### config.mk
export PLATFORM = sky130hd
export DESIGN_NAME = coletor_slots_flat
export DESIGN_NICKNAME = d
export VERILOG_FILES = /design/src/rtl/coletor_pkg.sv /design/src/rtl/coletor_slots_if.sv /design/src/rtl/codificador_onehot.sv /design/src/rtl/coletor_slots.sv /design/src/flat_wrapper.sv
export SDC_FILE = /design/constraint.sdc
export NUM_CORES = 1
export LEC_CHECK = 0
export CAP_MARGIN = 15
export CORE_MARGIN = 10
export CORE_UTILIZATION = 45
export DETAILED_ROUTE_END_ITERATION = 8
export GPL_ROUTABILITY_DRIVEN = 1
export GPL_TIMING_DRIVEN = 0
export PLACE_DENSITY_LB_ADDON = 0.25
export SYNTH_ARGS = -nofsm -noshare
export SYNTH_HDL_FRONTEND = slang
export SYNTH_SLANG_ARGS = --single-unit
### constraint.sdc
create_clock -name CLK -period 1.8 [get_ports CLK]
set_input_delay 0.36 -clock CLK [delete_from_list [all_inputs] [get_ports CLK]]
set_output_delay 0.36 -clock CLK [all_outputs]
set_load 0.02 [all_outputs]
### src/rtl/coletor_pkg.sv
// coletor_pkg: shared definitions for the 4-phase bus slot collector.
//   NSLOTS    - number of time-multiplexed phases / slots
//   IDX_W     - width of an encoded phase index
//   state_t   - collector FSM states
//   is_onehot - true when exactly one strobe bit is set
package coletor_pkg;

    localparam int unsigned NSLOTS = 4;
    localparam int unsigned IDX_W  = 2;

    typedef enum logic {
        SYNC    = 1'b0,
        COLLECT = 1'b1
    } state_t;

    function automatic logic is_onehot(input logic [NSLOTS-1:0] v);
        return $countones(v) == 1;
    endfunction

endpackage

### src/rtl/coletor_slots_if.sv
// coletor_slots_if: multiplexed bus input and published-frame outputs.
//   sel, din                      - phase strobes and shared data (bus side drives)
//   dout, frame_valid, seq_err,
//   onehot_err, stall             - collector results (collector drives)
// Modports: master = bus/consumer side, slave = collector.
interface coletor_slots_if #(
    parameter int unsigned DATA_W = 4
);
    import coletor_pkg::*;

    logic [NSLOTS-1:0]        sel;
    logic [DATA_W-1:0]        din;
    logic [NSLOTS*DATA_W-1:0] dout;
    logic                     frame_valid;
    logic                     seq_err;
    logic                     onehot_err;
    logic                     stall;

    modport master (
        output sel, din,
        input  dout, frame_valid, seq_err, onehot_err, stall
    );

    modport slave (
        input  sel, din,
        output dout, frame_valid, seq_err, onehot_err, stall
    );

endinterface

### src/rtl/codificador_onehot.sv
// codificador_onehot: combinational 4-to-2 encoder for the phase strobes.
//   sel   in  NSLOTS  strobes
//   idx   out IDX_W   index of the set bit (meaningful only when valid)
//   valid out 1       sel is exactly one-hot
module codificador_onehot
    import coletor_pkg::*;
(
    input  logic [NSLOTS-1:0] sel,
    output logic [IDX_W-1:0]  idx,
    output logic              valid
);

    // Priority scan; for illegal inputs idx is a don't-care.
    always_comb begin
        idx   = '0;
        valid = is_onehot(sel);
        for (int unsigned i = 0; i < NSLOTS; i++) begin
            if (sel[i]) begin
                idx = IDX_W'(i);
            end
        end
    end

endmodule

### src/rtl/coletor_slots.sv
// coletor_slots: collects one data word per bus phase into slot registers and
// publishes a coherent 4-slot frame once phases 0..3 arrive in order.
//   CLK, RST_n  - clock, asynchronous active-low reset
//   bus.sel     - one-hot phase strobes; bus.din - shared data word
//   bus.dout    - published frame, slot k at [k*DATA_W +: DATA_W]
//   bus.frame_valid / seq_err / onehot_err - one-cycle registered pulses
//   bus.stall   - level, no phase entry for TIMEOUT cycles
module coletor_slots
    import coletor_pkg::*;
#(
    parameter int unsigned DATA_W  = 4,
    parameter int unsigned TIMEOUT = 16
) (
    input  logic           CLK,
    input  logic           RST_n,
    coletor_slots_if.slave bus
);

    localparam int unsigned CNT_W  = $clog2(TIMEOUT + 1);
    localparam int unsigned FRM_W  = NSLOTS * DATA_W;

    logic [IDX_W-1:0] idx;
    logic             sel_legal;

    codificador_onehot u_enc (
        .sel   (bus.sel),
        .idx   (idx),
        .valid (sel_legal)
    );

    state_t                           state_q, state_d;
    logic [IDX_W-1:0]                 exp_q, exp_d;
    logic [NSLOTS-2:0][DATA_W-1:0]    shadow_q, shadow_d;
    logic [FRM_W-1:0]                 dout_q, dout_d;
    logic [NSLOTS-1:0]                sel_q;
    logic [CNT_W-1:0]                 cnt_q, cnt_d;
    logic                             fv_q, fv_d;
    logic                             seq_q, seq_d;
    logic                             oh_q, oh_d;
    logic                             stall_q, stall_d;
    logic                             changed;
    logic                             entry;

    // State and output registers.
    always_ff @(posedge CLK or negedge RST_n) begin
        if (!RST_n) begin
            state_q  <= SYNC;
            exp_q    <= '0;
            shadow_q <= '0;
            dout_q   <= '0;
            sel_q    <= '0;
            cnt_q    <= '0;
            fv_q     <= 1'b0;
            seq_q    <= 1'b0;
            oh_q     <= 1'b0;
            stall_q  <= 1'b0;
        end else begin
            state_q  <= state_d;
            exp_q    <= exp_d;
            shadow_q <= shadow_d;
            dout_q   <= dout_d;
            sel_q    <= bus.sel;
            cnt_q    <= cnt_d;
            fv_q     <= fv_d;
            seq_q    <= seq_d;
            oh_q     <= oh_d;
            stall_q  <= stall_d;
        end
    end

    // Next-state, capture and flag logic.
    always_comb begin
        state_d  = state_q;
        exp_d    = exp_q;
        shadow_d = shadow_q;
        dout_d   = dout_q;
        fv_d     = 1'b0;
        seq_d    = 1'b0;
        oh_d     = 1'b0;

        // A strobe held across cycles is a single entry.
        changed = (bus.sel != sel_q);
        entry   = sel_legal && changed;

        if (entry) begin
            cnt_d = '0;
        end else if (cnt_q == CNT_W'(TIMEOUT)) begin
            cnt_d = cnt_q;
        end else begin
            cnt_d = cnt_q + CNT_W'(1);
        end
        stall_d = (cnt_d == CNT_W'(TIMEOUT));

        if (!sel_legal) begin
            // Flag only when the illegal value appears, so an idle bus
            // parked at zero reports once rather than every cycle.
            oh_d    = changed;
            state_d = SYNC;
        end else if (entry) begin
            unique case (state_q)
                SYNC: begin
                    if (idx == '0) begin
                        shadow_d[0] = bus.din;
                        exp_d       = IDX_W'(1);
                        state_d     = COLLECT;
                    end
                end
                COLLECT: begin
                    if (idx == exp_q) begin
                        if (idx == IDX_W'(NSLOTS - 1)) begin
                            // Last phase goes straight into the frame.
                            dout_d  = {bus.din, shadow_q};
                            fv_d    = 1'b1;
                            state_d = SYNC;
                        end else begin
                            shadow_d[idx] = bus.din;
                            exp_d         = exp_q + IDX_W'(1);
                        end
                    end else begin
                        seq_d = 1'b1;
                        if (idx == '0) begin
                            shadow_d[0] = bus.din;
                            exp_d       = IDX_W'(1);
                        end else begin
                            state_d = SYNC;
                        end
                    end
                end
                default: state_d = SYNC;
            endcase
        end else if (stall_d) begin
            state_d = SYNC;
        end
    end

    assign bus.dout        = dout_q;
    assign bus.frame_valid = fv_q;
    assign bus.seq_err     = seq_q;
    assign bus.onehot_err  = oh_q;
    assign bus.stall       = stall_q;

endmodule

### src/flat_wrapper.sv
// flat-port wrapper written by rule: the top's interface ports become plain ports
module coletor_slots_flat import coletor_pkg::*;
#(
    parameter int unsigned DATA_W  = 4,
    parameter int unsigned TIMEOUT = 16
)
  (CLK, RST_n, bus_sel, bus_din, bus_dout, bus_frame_valid, bus_seq_err, bus_onehot_err, bus_stall);
  coletor_slots_if #(.DATA_W(DATA_W)) bus_i ();
  input  logic CLK;
  input  logic RST_n;
  input wire logic [$bits(bus_i.sel)-1:0] bus_sel;
  input wire logic [$bits(bus_i.din)-1:0] bus_din;
  output wire logic [$bits(bus_i.dout)-1:0] bus_dout;
  output wire logic [$bits(bus_i.frame_valid)-1:0] bus_frame_valid;
  output wire logic [$bits(bus_i.seq_err)-1:0] bus_seq_err;
  output wire logic [$bits(bus_i.onehot_err)-1:0] bus_onehot_err;
  output wire logic [$bits(bus_i.stall)-1:0] bus_stall;
  assign bus_i.sel = bus_sel;
  assign bus_i.din = bus_din;
  assign bus_dout = bus_i.dout;
  assign bus_frame_valid = bus_i.frame_valid;
  assign bus_seq_err = bus_i.seq_err;
  assign bus_onehot_err = bus_i.onehot_err;
  assign bus_stall = bus_i.stall;
  coletor_slots #(.DATA_W(DATA_W), .TIMEOUT(TIMEOUT)) u_core (.CLK(CLK), .RST_n(RST_n), .bus(bus_i));
endmodule
Word-level counts from Yosys, hierarchy flattened
Index checks and enable logic that the tools add are counted.
{"block": "totals", "inputBits": 10, "reg_bits": 44, "output_inout_bits": 20, "elab_cells": 68}
{"block": "op_classes", "mux": 33, "bitwise_logic": 2, "n_reduce_logical": 6, "order_cmp": 2, "add_sub_neg": 5, "eq_ne": 8}
{"cell": "adder 32 x 2 -> 32 bit", "n": 1}
{"cell": "equality test 32 x 2 -> 1 bit (second input constant)", "n": 1}
{"cell": "2-to-1 mux 1 bit", "n": 17}
{"cell": "2-to-1 mux 4 bit", "n": 4}
{"cell": "bitwise mux 12 bit", "n": 1}
{"cell": "equality test 5 bit (second input constant)", "n": 2}
{"cell": "2-to-1 mux 2 bit", "n": 5}
{"cell": "2-to-1 mux 5 bit", "n": 2}
{"cell": "AND reduction 5 bit", "n": 2}
{"cell": "demux 4 bit (select 2 bit)", "n": 1}
{"cell": "case mux 4 bit (2 select lines)", "n": 1}
{"cell": "inequality test 3 bit (second input constant)", "n": 2}
{"cell": "adder 5 x 1 -> 5 bit (second input constant)", "n": 1}
{"cell": "adder 1 x 1 -> 2 bit", "n": 2}
{"cell": "inequality test 4 bit", "n": 1}
{"cell": "case mux 2 bit (2 select lines)", "n": 1}
{"cell": "less-than comparator 2 x 3 -> 1 bit (second input constant)", "n": 1}
{"cell": "AND reduction 3 bit", "n": 1}
{"cell": "adder 2 x 1 -> 2 bit (second input constant)", "n": 1}
{"cell": "equality test 2 bit", "n": 1}
{"cell": "equality test 2 bit (second input constant)", "n": 1}
{"cell": ">= comparator 2 x 1 -> 1 bit (second input constant)", "n": 1}
{"cell": "logical AND 1 bit", "n": 2}
{"cell": "zero test 2 bit", "n": 1}
{"cell": "other kinds (2)", "n": 3}

Logic depth before layout (Yosys ltp)
{"block": "logic_depth", "word_depth": 11, "depth_mapped": 8, "mapped_depth_nobuf": 7}

Cells and area by module
Synthesis repeated with hierarchy kept, for this count alone.
{"block": "hier_totals", "hier_cells": 146, "area_unflattened_um2": 2008.2}
{"mod": "coletor_slots", "cells_per_inst": 135, "seq_area_each_um2": 1101.1, "instances": 1, "area_each_um2": 1925.6}
{"mod": "codificador_onehot", "cells_per_inst": 11, "seq_area_each_um2": 0.0, "instances": 1, "area_each_um2": 82.6}

Worst setup path after synthesis
OpenSTA, ideal clock, no wires.
{"block": "synth_timing", "path_kind": "input to register", "start": "input bus_sel[0]", "end": "register u_core.dout_q[10], in the netlist u_core.bus.dout[10]", "stages": 8, "path_buffers": 1, "slack_ps": -740, "arrival_time_ps": 2415, "required_time_ps": 1675, "setup_ps": 125, "cell_sequence": "ha_1 fa_1 ha_1 and4bb_2 o41ai_4 nor2_4 buf_6 mux2_4"}
{"block": "synth_via", "elab_chain_len": 5, "elab_cells_between_ends": 6, "cone_classes": "2 x add/sub; 2 x eq/ne; 2 x reduce/logical"}
{"item": "from (decl)", "line_no": "flat_wrapper.sv:11", "text": "input wire logic [$bits(bus_i.sel)-1:0] bus_sel;"}
{"item": "adder 1 x 1 -> 2 bit (not written as such)", "line_no": "coletor_pkg.sv:17", "text": "return $countones(v) == 1;"}
{"item": "adder 32 x 2 -> 32 bit (not written as such)", "line_no": "coletor_pkg.sv:17"}
{"item": "equality test 32 x 2 -> 1 bit", "line_no": "coletor_pkg.sv:17"}
{"item": "logical AND 1 bit", "line_no": "coletor_slots.sv:83", "text": "entry = sel_legal && changed;"}
{"item": "AND reduction 5 bit (no line) *"}
{"item": "to (signal assigned)", "line_no": "coletor_slots.sv:61", "text": "dout_q <= dout_d;"}
{"item": "to (decl)", "line_no": "coletor_slots.sv:34", "text": "logic [FRM_W-1:0] dout_q, dout_d;"}
Every way passes the cells marked *; elsewhere a longest branch is shown, timed or not.
A chain may end at the register's enable or synchronous reset.

Worst setup path after layout
{"block": "layout_timing", "start": "input bus_sel[1]", "end": "register u_core.shadow_q[9] in the netlist's numbering"}
{"block": "layout_via", "elab_chain_len": 8, "elab_cells_between_ends": 18, "cone_classes": "2 x add/sub; 2 x order compare; 4 x eq/ne; 6 x mux; 1 x bitwise; 3 x reduce/logical"}
{"item": "branches (longest 8 deep; another with adder 32 x 2 -> 32 bit)"}
{"item": "to (signal assigned)", "line_no": "coletor_slots.sv:60", "text": "shadow_q <= shadow_d;"}
{"item": "to (decl)", "line_no": "coletor_slots.sv:33", "text": "logic [NSLOTS-2:0][DATA_W-1:0] shadow_q, shadow_d;"}
Parallel ways; which one is timed is not known.

==> impl_metrics.py <==
metrics = {
    "run_status": {
        "status": "finished with violations",
        "violations": "setup timing",
    },
    "global_route": {
        "overflow": 0,
        "use_met1_pct": 15.4,
        "grt_start_max_net_pins": 26,
        "gr-max-usage-layer": "met2",
        "use_met2_pct": 19.5,
        "antenna_found_initial": 0,
        "grt_pass1_vias": 1432,
        "track_usage_pct": 12.5,
        "use_met3_pct": 5.07,
        "grt_pass1_wl_um": 7400,
    },
    "power": {
        "ir_drop_v": 0.000545,
        "leakage_nw": 1.20,
        "power_density_mw_per_mm2": 899,
    },
    "drt": {
        "wl_um": 4370,
        "num_vias": 1283,
        "drt-initial-drc-count": 85,
        "drc": 0,
        "ant_nets": 0,
        "first_pass_iters": 4,
        "wl_per_cell_um": 18.2,
        "avgViaCountPerCell": 5.35,
    },
    "min_path": {
        "hp-class": "primary input to asynchronous set/reset pin",
    },
    "floorplan": {
        "fp.dieW_um": 86.3,
        "core.rowCount": 24,
        "pin_count": 30,
        "coreArea_mm2": 0.00429,
        "initial_core_util_pct": 46.1,
        "dieArea_mm2": 0.00745,
        "die_y_um": 86.3,
    },
    "clock_tree": {
        "cts_tree": "done",
        "numClockSinks": 44,
        "cts_buffers": 5,
        "cts-root-buf": "clkbuf_8",
        "ctsHoldBuffers": 0,
        "clk_pin_slew_ps": 80,
        "cts.htree.levels": 2,
        "clockBufferDepth": 2,
        "clock_latency_ps": 300,
    },
    "setup_path": {
        "cp-end-kind": "flop",
        "critPathLaunchType": "primary input",
        "path_cells": "buf_12 > ha_4 > fa_2 > ha_4 > and4bb_2 > o41ai_4 > or3_4 > mux2_4",
        "critical_path.most_common_cell": "ha_4",
        "cp_max_fo": 4,
        "crit_slowest_cell": "or3_4",
        "worstPathArrival_ps": 2430,
        "path_class": "primary input to flop",
        "cpPeakStageDelay_ps": 400,
        "cp.required_ps": 1990,
    },
    "job": {
        "drv_cap": 0,
    },
    "logic_synthesis": {
        "synth_cell_types": 36,
        "yosys_warnings": 0,
        "synth_enable_flop_cells": 0,
        "synthesis.nets": 152,
        "ys_async_sr_fraction_pct": 100,
        "synth-seq-cells": 44,
        "syn_inst": 137,
        "ys_seq_area_share_pct": 55.6,
        "avgSynthCellArea_um2": 14.4,
        "synth_ff_type": "dfrtp_1",
        "synth_area_mm2": 0.00198,
    },
    "cells_and_area": {
        "area_growth_pct": 37.1,
        "final_area_mm2": 0.00271,
        "final_util_pct": 63.2,
        "final_layout_size_suffix_gt1_share_pct": 40.4,
        "multi_input_area_um2": 980,
        "nFillCells": 317,
        "n_antenna_cell": 0,
        "layout.nets": 202,
        "seq_area_mm2": 0.00110,
    },
    "sta": {
        "slew_viol_final": 0,
        "setup_violations": 39,
        "worstMarginPinSlew_ps": 564,
        "fmax_ghz": 0.445,
        "hold_violations": 0,
        "post-route-period-util_pct": 125,
        "max_slew_margin_pct": 62.0,
        "skew_ps": 4.97,
        "rsz0062_at_grt": "true",
        "hold_ws_ps": 6.56,
        "setup_slack_ps": -447,
        "setup_tns_ps": -12600,
        "period_needed_ps": 2250,
    },
    "placement": {
        "portBuffers": 29,
        "place_hpwl_um": 2820,
        "gp_congestion": 0.793,
        "detailed_place.area_mm2": 0.00238,
        "dp_slack_ps": -1580,
    },
}
## metrics by stage
stage | power (mW) | std cells
6_report | 2.44 | 240
5_1_grt | 2.58 | 240
4_1_cts | 2.41 | 241
3_5_place_dp | 1.69 | 219
3_3_place_gp | 1.64 | 218
2_1_floorplan | 1.53 | 137
## where the power goes
group | switching [mW] | total [mW] | internal [mW]
sequential | 0.132 | 1.23 | 1.10
combinational | 0.266 | 0.551 | 0.285
clock | 0.345 | 0.656 | 0.311
## cell families (layout without fill, tap and decap cells)
logic type,after synthesis,count (layout),synth area share [%]
DFF,44,44,55.6
muxes,29,29,18.1
adders and majority gates,5,5,3.54
xor gates and xnor gates,10,10,5.75
buffers and inverters,5,56,1.77
and+or+nand+nor,32,32,9.54
AOI/OAI and AO/OA,12,12,5.63
## cell usage in the layout, fill, tap and decap left out, drive strengths merged, types with 2 or more instances in the layout
| cell type | n |
|---|---|
| o31a | 2 |
| clkinvlp | 2 |
| inv | 2 |
| clkbuf | 6 |
| ha | 4 |
| nor3b | 3 |
| dfrtp | 44 |
| buf | 20 |
| clkdlybuf4s50 | 24 |
| xnor2 | 2 |
| nand3b | 2 |
| o21ai | 3 |
| nor4 | 2 |
| mux2 | 28 |
| nand3 | 6 |
| xor2 | 8 |
| nor3 | 2 |
| nor2 | 7 |
| nand2 | 4 |
## metal layers
layer | share of wire [%] | vias up
met5 | 0 | -
met4 | 2.0 | 0
met3 | 5.7 | 8
met2 | 48 | 32
met1 | 44 | 652
li1 | - | 591
## cells in the mapped netlist (3+ instances only)
cell     count  share of area, %
o21ai_0      3              0.76
mux2_2      19                11
nor2_1       6               1.1
nor3b_1      3               1.1
nand3_1      6               1.5
xor2_1       6               2.7
nand2_1      4              0.76
ha_1         4               2.5
mux2_4       9               6.8
dfrtp_1     44                56
## area by class of cell
cell class	count	share of cell area [%]
multi-input cells	88	36.1
well taps	52	2.40
flip-flops and latches	44	40.6
clock buffers	6	3.04
inverters	2	0.277
clock inverters	2	0.553
repair buffers	44	16.5
plain buffers	2	0.599
## path summary, 6_finish.rpt
path                       cells after the start  slack [ps]                from                  end
setup reg to reg                               5        -180     u_core.sel_q[3]   u_core.shadow_q[4]
hold / removal                                 1           7               RST_n     u_core.bus.stall
setup / recovery                               8        -450          bus_sel[1]   u_core.shadow_q[9]
hold reg to reg                                1         510  u_core.shadow_q[4]   u_core.bus.dout[4]
max in group asynchronous                      2        1300               RST_n  u_core.bus.dout[14]
min in group CLK                               1         180          bus_sel[0]      u_core.sel_q[0]
## sequential cells by signal (all words and copies together), names as in the netlist, 2 cells and up
name             count
u_core.shadow_q     12
u_core.exp_q         2
u_core.sel_q         4
u_core.cnt_q         5
u_core.bus.dout     16
## worst max-delay path: cells and delay by family
kind	cells	cell delay, ps
AO/OA/AOI/OAI	1	120
adder cells (fa/ha/maj)	3	820
buffers and inverters	1	100
multiplexers	1	310
AND/OR/NAND/NOR	2	730
## what timing repair did
item | 4_1_cts | 5_1_grt
gates cloned | 1 | 0
buffers inserted | 13 | 2
resized for setup | 45 | 10
setup endpoints to repair | 40 | 39
pin swaps | 11 | 8
(Power assumes the default switching activity.)
